--- src/rtl/dnn_pkg.sv ---
// Shared types for the inference sequencing blocks: state encoding, index record
// and the layer-select width rule.
package dnn_pkg;

   localparam int DEF_IDX_W = 16;

   typedef enum logic [2:0] {
      IDLE,
      START_L,
      WAIT_L,
      XFER,
      DRAIN,
      FINISH
   } seq_state_t;

   typedef struct packed {
      logic [DEF_IDX_W-1:0] ch;
      logic [DEF_IDX_W-1:0] row;
      logic [DEF_IDX_W-1:0] col;
   } idx_t;

   // A single layer still needs one select bit so the port never collapses.
   function automatic int sel_width(input int n);
      return (n > 1) ? $clog2(n) : 1;
   endfunction

endpackage

--- src/rtl/index_walker.sv ---
// Three-level {ch,row,col} wrap counter: col fastest, then row, then ch.
// load latches the extents and zeroes the counters; last flags the final index.
module index_walker #(
   parameter int IDX_W = 16
) (
   input  logic               clk,
   input  logic               reset,
   input  logic               load,
   input  logic               step,
   input  logic [IDX_W-1:0]   cfg_ch,
   input  logic [IDX_W-1:0]   cfg_dim,
   output logic [3*IDX_W-1:0] index,
   output logic               last
);

   logic [IDX_W-1:0] ch_reg;
   logic [IDX_W-1:0] row_reg;
   logic [IDX_W-1:0] col_reg;
   logic [IDX_W-1:0] ch_max_reg;
   logic [IDX_W-1:0] dim_max_reg;

   assign index = {ch_reg, row_reg, col_reg};
   assign last  = (ch_reg == ch_max_reg) && (row_reg == dim_max_reg) && (col_reg == dim_max_reg);

   // Extents are stored as max index so the wrap test is a plain equality.
   always_ff @(posedge clk or posedge reset) begin
      if (reset) begin
         ch_reg      <= '0;
         row_reg     <= '0;
         col_reg     <= '0;
         ch_max_reg  <= '0;
         dim_max_reg <= '0;
      end else if (load) begin
         ch_reg      <= '0;
         row_reg     <= '0;
         col_reg     <= '0;
         ch_max_reg  <= cfg_ch - IDX_W'(1);
         dim_max_reg <= cfg_dim - IDX_W'(1);
      end else if (step) begin
         if (col_reg == dim_max_reg) begin
            col_reg <= '0;
            if (row_reg == dim_max_reg) begin
               row_reg <= '0;
               ch_reg  <= (ch_reg == ch_max_reg) ? '0 : ch_reg + IDX_W'(1);
            end else begin
               row_reg <= row_reg + IDX_W'(1);
            end
         end else begin
            col_reg <= col_reg + IDX_W'(1);
         end
      end
   end

endmodule

--- src/rtl/layer_sequencer.sv ---
// Multi-layer inference sequencer: starts each layer in turn, waits for its
// output-valid, then copies its output memory into the next layer's activations.
module layer_sequencer
   import dnn_pkg::*;
#(
   parameter int NUM_LAYERS = 2,
   parameter int IDX_W      = DEF_IDX_W,
   parameter int SEL_W      = sel_width(NUM_LAYERS)
) (
   input  logic                        clk,
   input  logic                        reset,
   input  logic                        start,
   output logic                        busy,
   output logic                        done,
   output logic [NUM_LAYERS-1:0]       layer_start,
   input  logic [NUM_LAYERS-1:0]       layer_done,
   input  logic [NUM_LAYERS*IDX_W-1:0] cfg_out_ch,
   input  logic [NUM_LAYERS*IDX_W-1:0] cfg_out_dim,
   output logic [SEL_W-1:0]            rd_sel,
   output logic [3*IDX_W-1:0]          rd_index,
   output logic [NUM_LAYERS-1:0]       wr_act,
   output logic [3*IDX_W-1:0]          wr_index
);

   localparam int SLOTS = 1 << SEL_W;

   seq_state_t       state_reg;
   logic [SEL_W-1:0] layer_reg;
   logic [IDX_W-1:0] ch_tab  [SLOTS];
   logic [IDX_W-1:0] dim_tab [SLOTS];
   logic [SLOTS-1:0] done_vec;

   // Tables are padded to a power of two so any select value indexes safely.
   for (genvar gi = 0; gi < SLOTS; gi++) begin : g_cfg
      if (gi < NUM_LAYERS) begin : g_real
         assign ch_tab[gi]   = cfg_out_ch[gi*IDX_W +: IDX_W];
         assign dim_tab[gi]  = cfg_out_dim[gi*IDX_W +: IDX_W];
         assign done_vec[gi] = layer_done[gi];
      end else begin : g_pad
         assign ch_tab[gi]   = '0;
         assign dim_tab[gi]  = '0;
         assign done_vec[gi] = 1'b0;
      end
   end

   logic [SEL_W-1:0] next_layer;
   logic             layer_hit;
   logic             last_layer;
   logic             empty_out;
   logic             walk_load;
   logic             walk_step;
   logic             walk_last;

   assign next_layer = layer_reg + SEL_W'(1);
   assign layer_hit  = done_vec[layer_reg];
   assign last_layer = (layer_reg == SEL_W'(NUM_LAYERS - 1));
   assign empty_out  = (ch_tab[layer_reg] == '0) || (dim_tab[layer_reg] == '0);
   assign walk_load  = (state_reg == WAIT_L) && layer_hit && !last_layer && !empty_out;
   assign walk_step  = (state_reg == XFER) && !walk_last;
   assign rd_sel     = layer_reg;

   index_walker #(
      .IDX_W (IDX_W)
   ) u_walker (
      .clk     (clk),
      .reset   (reset),
      .load    (walk_load),
      .step    (walk_step),
      .cfg_ch  (ch_tab[layer_reg]),
      .cfg_dim (dim_tab[layer_reg]),
      .index   (rd_index),
      .last    (walk_last)
   );

   always_ff @(posedge clk or posedge reset) begin
      if (reset) begin
         state_reg   <= IDLE;
         layer_reg   <= '0;
         busy        <= 1'b0;
         done        <= 1'b0;
         layer_start <= '0;
         wr_act      <= '0;
         wr_index    <= '0;
      end else begin
         layer_start <= '0;
         done        <= 1'b0;
         wr_act      <= '0;
         case (state_reg)
            IDLE: begin
               if (start) begin
                  state_reg   <= START_L;
                  layer_reg   <= '0;
                  busy        <= 1'b1;
                  layer_start <= NUM_LAYERS'(1);
               end
            end
            START_L: state_reg <= WAIT_L;
            WAIT_L: begin
               if (layer_hit) begin
                  if (last_layer) begin
                     done      <= 1'b1;
                     state_reg <= FINISH;
                  end else if (empty_out) begin
                     layer_reg   <= next_layer;
                     layer_start <= NUM_LAYERS'(1) << next_layer;
                     state_reg   <= START_L;
                  end else begin
                     state_reg <= XFER;
                  end
               end
            end
            XFER: begin
               // Memory read latency is one cycle, so the write trails the read.
               wr_act   <= NUM_LAYERS'(1) << next_layer;
               wr_index <= rd_index;
               if (walk_last) state_reg <= DRAIN;
            end
            DRAIN: begin
               layer_reg   <= next_layer;
               layer_start <= NUM_LAYERS'(1) << next_layer;
               state_reg   <= START_L;
            end
            FINISH: begin
               busy      <= 1'b0;
               state_reg <= IDLE;
            end
            default: state_reg <= IDLE;
         endcase
      end
   end

endmodule

--- config.mk ---
export PLATFORM = sky130hd
export DESIGN_NAME = layer_sequencer
export DESIGN_NICKNAME = d
export VERILOG_FILES = /design/src/rtl/dnn_pkg.sv /design/src/rtl/index_walker.sv /design/src/rtl/layer_sequencer.sv
export SDC_FILE = /design/constraint.sdc
export NUM_CORES = 1
export LEC_CHECK = 0
export ABC_AREA = 0
export CAP_MARGIN = 10
export CORE_UTILIZATION = 31
export CTS_BUF_LIST = sky130_fd_sc_hd__clkbuf_4 sky130_fd_sc_hd__clkbuf_8
export CTS_CLUSTER_DIAMETER = 80
export CTS_CLUSTER_SIZE = 24
export DETAILED_ROUTE_END_ITERATION = 12
export SLEW_MARGIN = 10
export SYNTH_ARGS = -nofsm -noshare
export SYNTH_HDL_FRONTEND = slang
export SYNTH_SLANG_ARGS = --single-unit
--- constraint.sdc ---
create_clock -name clk -period 6.99 [get_ports clk]
set_clock_uncertainty 0.05 [all_clocks]
set_input_delay 1.0485 -clock clk [delete_from_list [all_inputs] [get_ports clk]]
set_output_delay 1.0485 -clock clk [all_outputs]
set_load 0.03 [all_outputs]
Yosys cells after proc, flatten, opt, wreduce, memory -nomap -nowiden
Index checks and enable logic that the tools add are counted.
{"block": "word_totals", "register_bits": 138, "input_bits": 69}
{"block": "op_classes", "magnitude_cmp": 2, "reduce_logical": 23, "n_mux": 42, "n_shift": 1, "addsub": 6, "bitwise_logic": 1, "eq_ne": 11}
{"operator": "16-bit 2-to-1 mux", "count": 18}
{"operator": "16-bit by 1-bit adder with 16-bit output (second input constant)", "count": 3}
{"operator": "16-bit equality test", "count": 3}
{"operator": "16-bit zero test", "count": 2}
{"operator": "16-bit by 1-bit subtractor with 16-bit output (second input constant)", "count": 2}
{"operator": "3-bit one-hot mux with 5 select lines", "count": 1}
{"operator": "3-bit 2-to-1 mux", "count": 4}
{"operator": "1-bit 2-to-1 mux", "count": 11}
{"operator": "2-bit 2-to-1 mux", "count": 5}
{"operator": "3-bit AND reduction", "count": 3}
{"operator": "2-bit nonzero test", "count": 4}
{"operator": "3-bit by 2-bit equality test with 1-bit output (second input constant)", "count": 2}
{"operator": "3-bit equality test (second input constant)", "count": 2}
{"operator": "1-bit logical AND", "count": 6}
{"operator": "2-bit inequality test (second input constant)", "count": 3}
{"operator": "2-bit one-hot mux with 3 select lines", "count": 1}
{"operator": "2-bit AND reduction", "count": 2}
{"operator": "3-bit by 1-bit equality test with 1-bit output (second input constant)", "count": 1}
{"operator": "1-bit zero test", "count": 3}
{"operator": "3-bit zero test", "count": 1}
{"operator": "1-bit one-hot mux with 3 select lines", "count": 1}
{"operator": "3-bit nonzero test", "count": 1}
{"operator": "2-bit greater-or-equal comparator (second input constant)", "count": 1}
{"operator": "1-bit by 2-bit < comparator with 1-bit output (second input constant)", "count": 1}
{"operator": "other kinds (5)", "count": 5}

Longest topological paths before layout
Gate-level depths: netlist of run 1.
{"block": "logic_depth", "ltp_word": 10, "ltp_mapped": 14, "ltp_nobuf": 7}

Cells and area by module
Synthesis of run 1 repeated with hierarchy kept, for this count alone.
{"block": "hier_totals", "hier_cells": 768, "area_unflattened_um2": 7647.3}
{"mod": "index_walker", "n_inst": 1, "seq_area_each_um2": 2001.9, "cells_per_inst": 544, "area_each_um2": 4757.1}
{"mod": "layer_sequencer", "n_inst": 1, "seq_area_each_um2": 1451.4, "cells_per_inst": 224, "area_each_um2": 2890.3}

Least setup slack after synthesis of run 1
OpenSTA, ideal clock, no wires.
{"block": "synth_timing", "path_kind": "register to register", "start": "register layer_reg (netlist: rd_sel)", "end": "register u_walker.dim_max_reg[0]", "t_required_ns": 6.815, "synth_period_minus_slack_ns": 3.543, "n_path_buf": 6, "t_arrival_ns": 3.368, "setup_slack_ns": 3.447, "setup_time_ns": 0.125, "path_stages_with_launch": 13, "path_cell_list": "dfrtp_1 > buf_6 > buf_4 > buf_2 > clkbuf_1 > clkbuf_1 > mux2i_1 > ha_1 > o211ai_1 > or4b_4 > and3_1 > buf_6 > mux2_4"}
{"block": "synth_between", "elab_chain_len": 8, "elab_cells_between_ends": 18, "classes_between": "add/sub (1); mux (8); bitwise (1); reduce/logical (8)"}
{"item": "start: declaration", "line_no": "layer_sequencer.sv:28", "source": "logic [SEL_W-1:0] layer_reg;"}
{"item": "start signal: assignment", "line_no": "layer_sequencer.sv:104", "source": "layer_reg <= next_layer;"}
{"item": "start signal: assignment", "line_no": "layer_sequencer.sv:119", "source": "layer_reg <= next_layer;"}
{"item": "parallel branches: the longest is 8 deep, another holds 16-bit by 1-bit subtractor with 16-bit output"}
{"item": "end signal: assignment", "line_no": "index_walker.sv:38", "source": "dim_max_reg <= cfg_dim - IDX_W'(1);"}
{"item": "end: declaration", "line_no": "index_walker.sv:20", "source": "logic [IDX_W-1:0] dim_max_reg;"}
Parallel ways; which one is timed is not known. The select of a mux whose other input is x is not followed.
A chain may end at the register's enable or synchronous reset.

Final worst setup path of run 1
{"block": "layout_timing", "start": "register layer_reg (netlist: rd_sel)", "end": "register u_walker.ch_reg[11]"}
{"block": "layout_between", "elab_chain_len": 10, "elab_cells_between_ends": 22, "classes_between": "mux (9); bitwise (1); reduce/logical (12)"}
{"item": "1-bit inverter with 2-bit output (implied by the code)", "line_no": "layer_sequencer.sv:57", "source": "assign empty_out = (ch_tab[layer_reg] == '0) || (dim_tab[layer_reg] == '0);"}
{"item": "16-bit 2-to-1 mux (implied by the code) (3 in a row)", "line_no": "layer_sequencer.sv:57"}
{"item": "16-bit zero test", "line_no": "layer_sequencer.sv:57"}
{"item": "1-bit logical OR", "line_no": "layer_sequencer.sv:57"}
{"item": "1-bit zero test", "line_no": "layer_sequencer.sv:58", "source": "assign walk_load = (state_reg == WAIT_L) && layer_hit && !last_layer && !empty_out;"}
{"item": "1-bit logical AND *", "line_no": "layer_sequencer.sv:58"}
{"item": "2-bit nonzero test (no line)"}
{"item": "3-bit AND reduction (no line)"}
{"item": "end signal: assignment", "line_no": "index_walker.sv:44", "source": "ch_reg <= (ch_reg == ch_max_reg) ? '0 : ch_reg + IDX_W'(1);"}
{"item": "end: declaration", "line_no": "index_walker.sv:16", "source": "logic [IDX_W-1:0] ch_reg;"}
Every way passes the cells marked *; elsewhere a longest branch is shown, timed or not. The select of a mux whose other input is x is not followed.

==> summary.md, run 1 <==
| Metric | Value |
|---|---|
| Status | finished clean |
| Max Transition Viols Final | 0 |
| Area of the mapped netlist | 7800 µm² |
| Hold endpoint | wr_index[10] |
| Setup_tns | 0 ns |
| Area leader, netlist | dfrtp_1 |
| Synth top area cells | dfrtp_1 44%, nand2_1 9.1%, xor2_1 6.3%, mux2i_1 4.1%, o21ai_0 3.1% |
| H-tree Lvls | 4 |
| Worst slew pin tran | 0.992 ns |
| Initial antenna violation count | 0 |
| Final period util | 0.593 |
| Post-synth ARST share | 1.00 |
| Hold Buf Count CTS | 0 |
| CP endpoint kind | flop |
| Top-area cell type share of the netlist area | 0.443 |
| Max FFs per register | 48 |
| Max cap viols | 0 |
| Seq/Total Area, Yosys | 0.443 |
| TritonCTS clock tree | yes |
| Final ANT Viol Nets | 0 |
| Biggest register | wr_index |
| Mapped Nets | 945 |
| Reg-to-reg startpoint | rd_sel |
| Worst-path fanout max | 49 |
| Ys Warns | 0 |
| Wirelength per Cell | 16.1 µm |
| Cells on worst reg2reg path | 9 |
| Fin. Hold Viols | 0 |
| CP top delay family | simple AND/OR/NAND/NOR gates |
| DRT Wirelength | 21700 µm |
| Total power | 0.00268 W |
| Pwr/cell area | 264 nW/µm² |
| Worst Path Arrival | 4.44 ns |
| CP most frequent cell | buf_4 |
| Primary FF master, synth | dfrtp_1 |
| Die footprint | 25800 µm² |
| Worst-path cell with the longest stage delay | dfrtp_2 |
| Hold depth | 2 |
| Peak Freq | 0.241 GHz |
| Min Tclk post-route | 4.14 ns |
| RSZ-0062 raised after global routing | no |
| Placer Congestion | 0.798 |
| Core Box Area | 24500 µm² |
| Most frequent cells in the layout | 188 x nand2_1, 171 x clkdlybuf4s50_1, 137 x dfrtp_1, 56 x xor2_1, 56 x nor2_1 |
| Flops & latches, synth | 138 |
| Vias | 6600 |
| Gate Count Post-Synth | 869 |
| Vias in the first global route | 6382 |
| Die width | 161 µm |
| Clk buf depth | 2 |
| Clock Tree Root | clkbuf_8 |
| Layout area overhead | 29.8% |
| Netlist cell types | 64 |
| DP HPWL | 15700 µm |
| Final setup violation count | 0 |
| Layout cell share with drive strength beyond 1 | 0.0634 |
| Avg Inst Size Synth | 8.97 µm² |
| Worst Path Class, Setup | reg -> reg |
| Crit-path max cell delay | 0.88 ns |
| Tot GR Track Use | 0.174 |
| Buffers plus inverters on the worst setup path | 3 |
| Worst-path clk slew | 0.07 ns |
| Number of synthesized flops with an enable pin | 0 |
| I/O Pins | 172 |
| DRT Pass-1 Iters | 4 |
| CTS buffer count | 17 |
| Worst IR Drop VDD | 0.000182 V |
| Leakage power | 4.27 nW |
| Final core occ | 0.414 |
| Slew HR | 0.338 |
| Gr ovfl total | 0 |
| Layout Nets | 1088 |
| First-pass GRT wire length | 35600 µm |
| Flop-to-flop setup slack | 2.85 ns |
| Critical Path RT | 7.28 ns |
| Worst hold start | wr_index[10] |
| Reg-to-reg endpoint | u_walker.ch_reg[11] |
| Clk sinks | 138 |
| Post-CTS sizing | 0 |
| Starting density of the core | 0.319 |
| Core Rows | 57 |
| Crit-path cells | buf_4 -> buf_4 -> mux2i_1 -> o211ai_1 -> or4b_4 -> nand3_2 -> buf_4 -> o211ai_1 -> o31ai_1 |
| CP startpoint kind | flop |
| I/O Buffers | 171 |
| Setup Buffers After CTS | 0 |
| 1st-iter DRT viols | 496 |
| Drt drc | 0 |
| N_diodes | 0 |
| Later-pin clock latency in the skew report | 0.45 ns |
| Commonest non-fill, non-tap cell in the layout | nand2_1 |
| Vias per cell | 4.89 |
| Largest net degree at the start of global routing | 71 |
| Die H | 161 µm |
| Hold/Removal Path Class | reg -> reg |
cell usage after synthesis, types with 3 or more instances:
master and n:
o31ai_1 16, and3_1 10, nand2b_1 3, a31oi_1 4
nor2_1 56, nand3_1 14, dfrtp_1 138, buf_2 9
mux2i_1 32, a21oi_1 22, nor3_1 28, nor4b_1 4
buf_6 7, inv_1 13, ha_1 7, o211ai_1 20
xnor2_1 26, o21ai_0 48, xor2_1 56, or3_1 9
nand2_1 188, nor4_1 11, nand4_1 27, clkbuf_1 31
and2_1 11, o21ai_1 10, nor3b_1 7, buf_4 7
or4_1 12
how the worst max path moves through the flow:
stage                                      to  cells after the start  slack (ns)            from
after floorplan                          busy                      1        2.20           reset
after global placement     u_walker.ch_reg[2]                      8        2.77  cfg_out_ch[22]
after detailed placement   u_walker.ch_reg[7]                      8        2.66  cfg_out_dim[7]
after CTS                  u_walker.ch_reg[2]                      9        2.84          rd_sel
after global routing      u_walker.ch_reg[13]                      9        2.46          rd_sel
final                     u_walker.ch_reg[11]                      9        2.85          rd_sel
power by group:
part           internal [W]  switching, W  leakage [nW]
Sequential         0.000925      0.000183          1.86
Combinational      0.000328      0.000522          2.20
Clock              0.000404      0.000313         0.219
Total               0.00166       0.00102          4.27
worst register-to-register path, cell delays in order (launching register included):
cell	delay [ns]
dfrtp_2	0.88
buf_4	0.43
buf_4	0.26
mux2i_1	0.30
o211ai_1	0.21
or4b_4	0.60
nand3_2	0.62
buf_4	0.46
o211ai_1	0.15
o31ai_1	0.09
routing by layer:
metal | global-route usage | part of all wire | vias up
met5 | 0 | 0 | -
met3 | 0.0346 | 0.047 | 28
met4 | 0.0550 | 0.018 | 0
met2 | 0.252 | 0.43 | 186
li1 | - | - | 3312
met1 | 0.256 | 0.51 | 3074
cell families (layout without fill, tap and decap cells):
kind of cell             count (synthesis)  after routing  synth area share
XOR/XNOR                                83             83            0.0942
AND/OR/NAND/NOR                        397            397             0.246
flip-flops                             138            138             0.443
AO/OA/AOI/OAI                          141            141             0.115
buffers and inverters                   68            224            0.0443
multiplexers                            35             35            0.0459
adder cells (fa/ha/maj)                  7              7            0.0112
through the flow:
stage / worst slack [ns] / hold slack (ns) / instance area, µm² / instances
floorplan: 2.20 / 0.414 / 7800 / 869
global placement: 2.77 / 0.407 / 9680 / 1317
detailed placement: 2.66 / 0.412 / 9680 / 1317
CTS: 2.84 / 0.432 / 10100 / 1349
global route: 2.46 / 0.440 / 10100 / 1349
finish: 2.85 / 0.424 / 10100 / 1349
cell type report:
type	instances	area, µm²
Timing Repair Buffer	179	1770
Sequential cell	138	3450
Inverter	13	53.8
Fill cell	2393	14300
Multi-Input combinational cell	663	4000
Tap cell	324	405
Clock buffer	20	263
Clock inverter	12	173
Power figures use the tool's default switching activity.
==> run 2, diff against run 1 <==
Clock period 6.99 ns to 3.81 ns, I/O delays scaled along.
==> run 2 against run 1 <==
Against the previous run: sequential power rose by 81%; clock power rose by 94%; first-iteration DRC count is 2.0% lower; critical path depth is 1 lower; global-route usage increased by 0.18 points; combinational power up 91%; highest routed layer unchanged; largest power group unchanged; design area increased by 0.90%; sequential share of layout area shrank 0.31 points; sequential cell count unchanged; clock-buffer cell count did not move; core utilization is 0.37 points higher.
==> summary.md, run 2 (synthesis gave the netlist of run 1 again) <==
| Metric | Value |
|---|---|
| Status | finished clean |
| Tot GR Track Use | 0.175 (+0.00183) |
| CTS buffer count | 17 (unchanged) |
| Leakage power | 4.31 nW (+0.88%) |
| DP HPWL | 15700 µm (+0.18%) |
| Starting density of the core | 0.319 (unchanged) |
| Max Transition Viols Final | 0 (unchanged) |
| Vias | 6800 (+3.0%) |
| Die footprint | 25800 µm² (unchanged) |
| Reg-to-reg startpoint | rd_sel |
| Worst-path cell with the longest stage delay | or4b_4 |
| Crit-path cells | buf_12 -> nor4_1 -> o211ai_1 -> or4b_4 -> nand3_2 -> buf_12 -> nand2_2 -> a21oi_1 |
| H-tree Lvls | 4 (unchanged) |
| Layout Nets | 1093 (+0.46%) |
| Setup_tns | 0 ns (unchanged) |
| DP Area | 9760 µm² (+0.76%) |
| Hold depth | 2 (unchanged) |
| Switching Fraction | 0.378 (-0.00302) |
| Biggest register | wr_index |
| Post-CTS sizing | 0 (unchanged) |
| Worst IR Drop VDD | 0.000220 V (+21%) |
| I/O Buffers | 171 (unchanged) |
| Core Box Area | 24500 µm² (unchanged) |
| Commonest non-fill, non-tap cell in the layout | nand2_1 |
| Multi-input gate area | 4000 µm² (unchanged) |
| FF/Latch Area | 3450 µm² (unchanged) |
| Switch Pwr | 0.00190 W (+86%) |
| Cells on worst reg2reg path | 8 (-1) |
| CP startpoint kind | flop |
| Fillcell total | 2456 (+2.6%) |
| First-pass GRT wire length | 35700 µm (+0.19%) |
| Most frequent cells in the layout | 188 x nand2_1, 171 x clkdlybuf4s50_1, 137 x dfrtp_1, 56 x xor2_1, 56 x nor2_1 |
| Setup Buffers After CTS | 0 (unchanged) |
| Slew HR | 0.449 (+0.111) |
| Die width | 161 µm (unchanged) |
| Clock Tree Root | clkbuf_8 |
| Later-pin clock latency in the skew report | 0.46 ns (about the same) |
| N_diodes | 0 (unchanged) |
| RSZ-0062 raised after global routing | no |
| Layout Cells excl Fill | 1353 (+0.30%) |
| Drt drc | 0 (unchanged) |
| Critical Path RT | 4.13 ns (-3.15 ns) |
| Layout cell share with drive strength beyond 1 | 0.0671 (+0.00364) |
| DRT Wirelength | 21900 µm (+1.1%) |
| Hold endpoint | wr_index[33] |
| Final setup violation count | 0 (unchanged) |
| Largest net degree at the start of global routing | 139 (+96%) |
| Die H | 161 µm (unchanged) |
| Final ANT Viol Nets | 0 (unchanged) |
| Sequential power share | 0.401 (-0.013) |
| Worst-path fanout max | 84 (+71%) |
| Vias in the first global route | 6372 (-0.16%) |
| Worst slew pin tran | 0.826 ns (-0.166 ns) |
| Wirelength per Cell | 16.2 µm (+0.81%) |
| DRT Pass-1 Iters | 4 (unchanged) |
| Clock Power Share | 0.276 (+0.008) |
| Hold/Removal Path Class | reg -> reg |
| Hold Buf Count CTS | 0 (unchanged) |
| Worst-path clk slew | 0.09 ns (+0.02 ns) |
| Flop-to-flop setup slack | 0.79 ns (-2.06 ns) |
| Final period util | 0.792 (+0.199) |
| Placed cells | 1322 (+0.38%) |
| Vias per cell | 5.03 (+2.7%) |
| Max cap viols | 0 (unchanged) |
| Clk buf depth | 2 (unchanged) |
| Worst Path Arrival | 3.34 ns (-1.10 ns) |
| 1st-iter DRT viols | 486 (-2.0%) |
| Worst hold start | wr_index[33] |
| Crit-path max cell delay | 0.61 ns (-0.27 ns) |
| Placer Congestion | 0.806 (+0.94%) |
| TritonCTS clock tree | yes |
| Pwr/cell area | 492 nW/µm² (+86%) |
| CP endpoint kind | flop |
| Internal power | 0.00312 W (+89%) |
| Clk sinks | 138 (unchanged) |
| Gr ovfl total | 0 (unchanged) |
| Layout area overhead | 31.0% |
| Peak Freq | 0.331 GHz (+37%) |
| I/O Pins | 172 (unchanged) |
| Final core occ | 0.417 (+0.00373) |
| Core Rows | 57 (unchanged) |
| Worst Path Class, Setup | reg -> reg |
| Fin. Hold Viols | 0 (unchanged) |
| Initial antenna violation count | 0 (unchanged) |
| Post-route cell area | 10200 µm² (+0.90%) |
| Min Tclk post-route | 3.02 ns (-1.12 ns) |
| CP most frequent cell | buf_12 |
| Power share of the combinational group | 0.323 (+0.005) |
| Max FFs per register | 48 (unchanged) |
| Reg-to-reg endpoint | u_walker.col_reg[10] |
run 2: changes by cell type in the layout (fill, tap and decap cells not counted):
cell,change
buf_12,+3
clkinvlp_4,+1
bufinv_16,+1
buf_4,+2
clkinv_2,-3
inv_6,-1
clkbuf_8,-1
clkinv_4,+1
clkbuf_4,+1
run 2: worst max path at each step:
stage          depth (start not counted)  slack, ns                      end           start
6_report                               8       0.79     u_walker.col_reg[10]          rd_sel
3_5_place_dp                           8       0.48     u_walker.col_reg[10]  cfg_out_dim[7]
4_1_cts                                8       0.79     u_walker.col_reg[10]          rd_sel
5_1_grt                                8       0.61     u_walker.col_reg[11]          rd_sel
2_1_floorplan                         12       0.27  u_walker.dim_max_reg[0]          rd_sel
3_3_place_gp                           8       0.55      u_walker.col_reg[9]  cfg_out_dim[7]
run 2: critical path: cells and delay by family, from the launching register on:
family	cells	cell delay (ns)
and+or+nand+nor	4	1.42
buffers and inverters	2	0.52
DFF	1	0.49
AOI/OAI and AO/OA	2	0.41
run 2: metrics by stage:
stage / hold slack, ns / setup slack (ns) / total power, W
floorplan: 0.414 / 0.267 / 0.00313
global placement: 0.407 / 0.550 / 0.00365
detailed placement: 0.412 / 0.480 / 0.00367
CTS: 0.432 / 0.795 / 0.00507
global route: 0.439 / 0.606 / 0.00533
finish: 0.426 / 0.792 / 0.00502
run 2: layout make-up:
| class | instances | share of cell area |
|---|---|---|
| inverters | 13 | 0.00515 |
| clock buffers | 20 | 0.0251 |
| multi-input cells | 663 | 0.392 |
| repair buffers | 184 | 0.181 |
| well taps | 324 | 0.0397 |
| clock inverters | 11 | 0.0192 |
| flip-flops and latches | 138 | 0.338 |
run 2: power by group through the flow:
stage	Sequential, W	Combinational (W)	Clock (W)
2_1_floorplan	0.00201	0.00112	0
3_3_place_gp	0.00203	0.00161	0
3_5_place_dp	0.00204	0.00163	0
4_1_cts	0.00201	0.00164	0.00142
5_1_grt	0.00205	0.00180	0.00149
6_report	0.00201	0.00162	0.00139
run 2: per-layer routing:
metal	part of all wire	vias up	GRT usage
li1	-	3325	-
met1	0.51	3271	0.261
met2	0.43	182	0.257
met3	0.048	22	0.0356
met4	0.013	0	0.0463
met5	0	-	0
==> patch 1 (flow settings as in run 2) <==
Set the parameter `NUM_LAYERS` to 8 (it was 2).
--- a/src/rtl/layer_sequencer.sv
+++ b/src/rtl/layer_sequencer.sv
@@ -3,7 +3,7 @@
 module layer_sequencer
    import dnn_pkg::*;
 #(
-   parameter int NUM_LAYERS = 2,
+   parameter int NUM_LAYERS = 8,
    parameter int IDX_W      = DEF_IDX_W,
    parameter int SEL_W      = sel_width(NUM_LAYERS)
 ) (
Interface: changed (6 resized); port bits go from 172 to 384. No check against the original RTL was run, so the function may have changed too.
==> patch 1 against run 2 <==
  * Sequential cell count increased by 14
  * Via count grew 33%
  * Design area grew 43%
  * Worst setup slack worse by 450 ps
  * Critical endpoint is now layer_start[6]$_DFF_PP0_
  * Synthesized area is 26% higher
  * Power up 45%
  * Routed wire length is 58% higher
  * Utilization rose by 5.5 points
  * Critical path type unchanged
  * Count of clock-buffer cells in the layout is 1 lower
==> patch 1: results (changes against run 2) <==
[power_and_ir_drop]
power.ir.vdd_worst_mv=0.280  ; +28%
total_leakage_power_nw=6.07  ; +41%

[finish]
largest_register_ffs=48  ; unchanged
drive_gt1_share_pct=11.8  ; +5.1 points
synthToLayoutAreaGrowth_pct=48.6
numnets_final=1658  ; +52%
fillCellCount=2889  ; +18%
registers.top_by_ff_count=wr_index

[synth]
synth.area.top_cells=sky130_fd_sc_hd__dfrtp_1 (39%), sky130_fd_sc_hd__mux4_2 (12%), sky130_fd_sc_hd__nand2_1 (7.3%)
yosys.area_share.adder_pct=1.53  ; +0.40 points
postSynth.asyncResetShare_pct=100  ; unchanged
synth-compound-area-share_pct=8.54  ; -3.0 points
mux_share_of_post_synthesis_cell_area_pct=19.0  ; +14 points
synth-warning-count=0  ; unchanged
postSynthNetCount=1274  ; +35%
synth-xor-area-share_pct=8.37  ; -1.0 points
post_synth_num_cell_types=61  ; -4.7%
synthTopCellsByCount=sky130_fd_sc_hd__nand2_1 (190), sky130_fd_sc_hd__dfrtp_1 (152), sky130_fd_sc_hd__xor2_1 (79)
yosysSeqAreaShare_pct=38.7  ; -5.6 points

[global_routing]
grt_pass1_vias=9230  ; +45%
antenna_found_initial=0  ; unchanged
grt_start_max_net_pins=80  ; -42%
grt_pass1_wl_microns=54400  ; +53%
globalRouteTotalUtil_pct=21.7  ; +4.1 points

[clock_tree]
clk_transition_reported_paths_ps=80
h-tree-depth=4  ; unchanged
postCtsResizedCells=0  ; unchanged
post-cts-setup-buffers=0  ; unchanged

[worst_hold_path]
holdCritPathClass=reg2reg
hold_path_depth=2  ; unchanged
hold_path_startpoint=wr_index[10]$_DFFE_PP0P_
terminating_pin_of_the_worst_hold_path=wr_index[10]$_DFFE_PP0P_

[sta]
setup_viol=0  ; unchanged
maxSlewHeadroom_pct=18.3  ; -27 points

[setup_path]
worst_path_arrival_ps=3790  ; +450 ps
crit-reg2reg-capture=layer_start[6]$_DFF_PP0_
timing.reg2reg.worst_path_depth=10  ; +2
critical_path.max_fanout=43  ; -49%
r2r_start=rd_sel[2]$_DFFE_PP0P_
reg2reg_slack_ps=340  ; -450 ps

[route]
num_vias=9060  ; +33%
wl_per_cell_microns=19.4  ; +20%
detailedRoute.firstPassIterationCount=4  ; unchanged
first_iter_violations=523  ; +7.6%

[placement]
gp_congestion=0.849  ; +5.3%
place_worst_setup_slack_ps=172  ; -308 ps
dpl.hpwl_microns=28200  ; +79%
buffer_ports.inserted=383  ; +120%

[run_status]
run_status=completed

[patch 1: layer usage]
layer	GRT usage, %	wire length (microns)
met4	5.54	575
met1	26.6	14400
met2	39.1	18100
met3	3.90	1660
met5	0	0
[patch 1: how the worst max path moves through the flow]
stage                                startpoint                               end  slack, ps  cells after the start
final                     rd_sel[2]$_DFFE_PP0P_          layer_start[6]$_DFF_PP0_        340                     10
after CTS                 rd_sel[2]$_DFFE_PP0P_          layer_start[6]$_DFF_PP0_        340                     10
after floorplan           rd_sel[2]$_DFFE_PP0P_  u_walker.col_reg[10]$_DFFE_PP0P_        540                     15
after detailed placement        cfg_out_dim[64]    u_walker.ch_reg[0]$_DFFE_PP0P_        170                     10
after global placement           cfg_out_dim[0]    u_walker.ch_reg[0]$_DFFE_PP0P_        240                     10
after global routing      rd_sel[1]$_DFFE_PP0P_    u_walker.ch_reg[0]$_DFFE_PP0P_        120                     10
[patch 1: through the flow]
stage	util [%]	cell area (sq um)	total power (W)	hold slack (ps)	std cells
6_report	47.3	14600	0.00728	425	1789
3_5_place_dp	46.0	14200	0.00615	412	1756
4_1_cts	47.3	14600	0.00738	433	1788
5_1_grt	47.3	14600	0.00777	452	1788
3_3_place_gp	46.0	14200	0.00610	408	1756
2_1_floorplan	-	9840	0.00472	442	995
[patch 1: cell families (layout without fill, tap and decap cells)]
logic type | count (synthesis) | after routing
and+or+nand+nor | 404 | 404
DFF | 152 | 152
AOI/OAI and AO/OA | 138 | 138
muxes | 120 | 120
xor gates and xnor gates | 94 | 94
buffers and inverters | 75 | 472
adders and majority gates | 12 | 12
other | 0 | 1
[patch 1: worst max-delay path, cell delays in order, from the launching register on]
cell and delay, ps:
sky130_fd_sc_hd__dfrtp_4 600, sky130_fd_sc_hd__buf_12 280, sky130_fd_sc_hd__buf_4 210, sky130_fd_sc_hd__mux4_2 290, sky130_fd_sc_hd__mux2i_1 450, sky130_fd_sc_hd__nand4_1 170
sky130_fd_sc_hd__nand2b_1 270, sky130_fd_sc_hd__o22ai_4 270, sky130_fd_sc_hd__buf_4 260, sky130_fd_sc_hd__a31oi_2 210, sky130_fd_sc_hd__nor3b_1 250
[patch 1: layout make-up]
class | count | area share, %
antenna | 1 | 0.0171
clock buffer | 19 | 1.79
clock inverter | 13 | 0.822
inverter | 13 | 0.360
multi-input combinational | 768 | 38.7
sequential | 152 | 26.1
tap | 396 | 3.39
timing repair buffer | 427 | 28.8
[patch 1: where the power goes]
group          switching (W)  internal [W]
clock network       0.000652      0.000554
registers           0.000386       0.00191
logic                0.00214       0.00164
==> patch 2 (flow settings as in run 2) <==
Without the edit above. Encoding of `seq_state_t`: now one-hot (6 bits for 6 states).
--- a/src/rtl/dnn_pkg.sv
+++ b/src/rtl/dnn_pkg.sv
@@ -4,13 +4,13 @@
 
    localparam int DEF_IDX_W = 16;
 
-   typedef enum logic [2:0] {
-      IDLE,
-      START_L,
-      WAIT_L,
-      XFER,
-      DRAIN,
-      FINISH
+   typedef enum logic [5:0] {
+      IDLE    = 6'b000001,
+      START_L = 6'b000010,
+      WAIT_L  = 6'b000100,
+      XFER    = 6'b001000,
+      DRAIN   = 6'b010000,
+      FINISH  = 6'b100000
    } seq_state_t;
 
    typedef struct packed {
Behaviour: no difference found for any inputs over 10 cycles, from zero or initial values and one cycle with reset high; not proved beyond that.
==> patch 2 against run 2 <==
  * Fmax down 0.57%
  * Worst setup slack worse by 17 ps
  * Routed wire length up 3.9%
  * Combinational power up 75%
  * Power up 36%
  * Design area up 1.6%
  * Sequential cell count up 3
  * Largest power group is now combinational logic
  * Synthesized area up 0.61%
  * Utilization up 0.56 points
  * First-iteration DRC count down 2.5%
==> patch 2: results (changes against run 2) <==
[run_status]
run_status=completed

[route]
first_iter_violations=474  ; -2.5%
detailedRoute.firstPassIterationCount=6  ; +2
met2RoutedLength_microns=9790  ; +3.2%
met3WireLength_microns=1170  ; +12%
via_per_inst=5.07  ; +0.94%
drt-met1-wl_microns=11500  ; +3.4%
top_layer_used=met4
wl_per_cell_microns=16.5  ; +1.9%

[power_and_ir_drop]
total_leakage_power_nw=4.30  ; -0.32%
power.ir.vdd_worst_mv=0.415  ; +89%

[setup_path]
r2r_start=u_walker.col_reg[14]$_DFFE_PP0P_
reg2reg_slack_ps=780  ; -20 ps
class_of_the_most_critical_setup_path=reg2reg
path_delay_family=simple AND/OR/NAND/NOR gates
crit_path_top_delay_cell=sky130_fd_sc_hd__or4_1
crit-reg2reg-capture=u_walker.ch_reg[9]$_DFFE_PP0P_
critical_path.max_fanout=16  ; -81%
timing.reg2reg.worst_path_depth=7  ; -1
slowest_delay_ps=500  ; -110 ps
worst_path_arrival_ps=3360  ; +20 ps

[worst_hold_path]
terminating_pin_of_the_worst_hold_path=wr_index[18]$_DFFE_PP0P_
hold_path_startpoint=wr_index[18]$_DFFE_PP0P_

[synth]
synth-warning-count=0  ; unchanged
yosysSeqAreaShare_pct=45.0  ; +0.70 points
post_synth_num_cell_types=60  ; -6.3%
postSynthNetCount=951  ; +0.63%
synthTopCellsByCount=sky130_fd_sc_hd__nand2_1 (168), sky130_fd_sc_hd__dfrtp_1 (140), sky130_fd_sc_hd__o21ai_0 (81)
synth.area.top_cells=sky130_fd_sc_hd__dfrtp_1 (45%), sky130_fd_sc_hd__nand2_1 (8.0%), sky130_fd_sc_hd__xor2_1 (5.4%)
postSynth.topFlopCell=sky130_fd_sc_hd__dfrtp_1

[finish]
antennaDiodeCount=0  ; unchanged
registers.top_by_ff_count=wr_index
drive_gt1_share_pct=8.43  ; +1.7 points
numnets_final=1118  ; +2.3%

[sta]
maxSlewHeadroom_pct=45.3  ; +0.37 points
hold-worst-slack_ps=428  ; +1.67 ps

[clock_tree]
worst_skew_pair.late_latency_ps=460  ; about the same
clock_tree.root_cell=sky130_fd_sc_hd__clkbuf_8
cts_buffers=17  ; unchanged
postCtsResizedCells=0  ; unchanged

[global_routing]
grt_start_max_net_pins=142  ; +2.2%
groute.layer.met1.usage_pct=26.6  ; +0.56 points
grt_util_met3_pct=3.39  ; -0.17 points
grt_pass1_vias=6691  ; +5.0%
grt_pass1_wl_microns=36700  ; +2.8%
met2_global_route_usage_pct=26.2  ; +0.56 points
globalRouteTotalUtil_pct=18.0  ; +0.42 points

[placement]
gp_congestion=0.847  ; +5.1%
dpl.hpwl_microns=16800  ; +7.2%

## patch 2: cell count changes after synthesis, moves of 13 or more
cell and delta:
sky130_fd_sc_hd__o21ai_0 +33, sky130_fd_sc_hd__nand2_1 -20, sky130_fd_sc_hd__nand4_1 -13, sky130_fd_sc_hd__a21oi_1 +24, sky130_fd_sc_hd__mux2i_1 -16, sky130_fd_sc_hd__nor2_1 -15, sky130_fd_sc_hd__o211ai_1 -17
## patch 2: final cells by class
| cell class | count | area (sq um) |
|---|---|---|
| Fill cell | 2491 | 14200 |
| Multi-Input combinational cell | 669 | 4010 |
| Clock inverter | 13 | 189 |
| Clock buffer | 19 | 255 |
| Timing Repair Buffer | 198 | 1930 |
| Tap cell | 324 | 405 |
| Sequential cell | 141 | 3530 |
| Inverter | 16 | 63.8 |
## patch 2: tightest hold or removal path: stages, from the launching register on
cell and delay (ps):
sky130_fd_sc_hd__dfrtp_1 350, sky130_fd_sc_hd__nand2_1 50, sky130_fd_sc_hd__nand2_1 50
## patch 2: where the power goes
part	switching, W	internal [W]	leakage [nW]
logic	0.00158	0.00125	2.27
registers	0.000680	0.00197	1.82
clock network	0.000604	0.000740	0.208
total	0.00286	0.00395	4.30
## patch 2: logic make-up after synthesis
kind of cell    synth area share, %
simple gates                   24.1
compound gates                 13.2
flops                          45.0
xor+xnor                       9.27
buf+inv                        3.99
mux                            3.48
fa+ha+maj                     0.957
## patch 2: metrics by stage
step | util [%] | cell area (sq um) | setup slack [ps] | instances
floorplan | - | 7850 | 332 | 876
global placement | 40.5 | 9930 | 754 | 1348
detailed placement | 40.5 | 9930 | 687 | 1348
CTS | 42.3 | 10400 | 748 | 1380
global route | 42.3 | 10400 | 481 | 1380
finish | 42.3 | 10400 | 775 | 1380
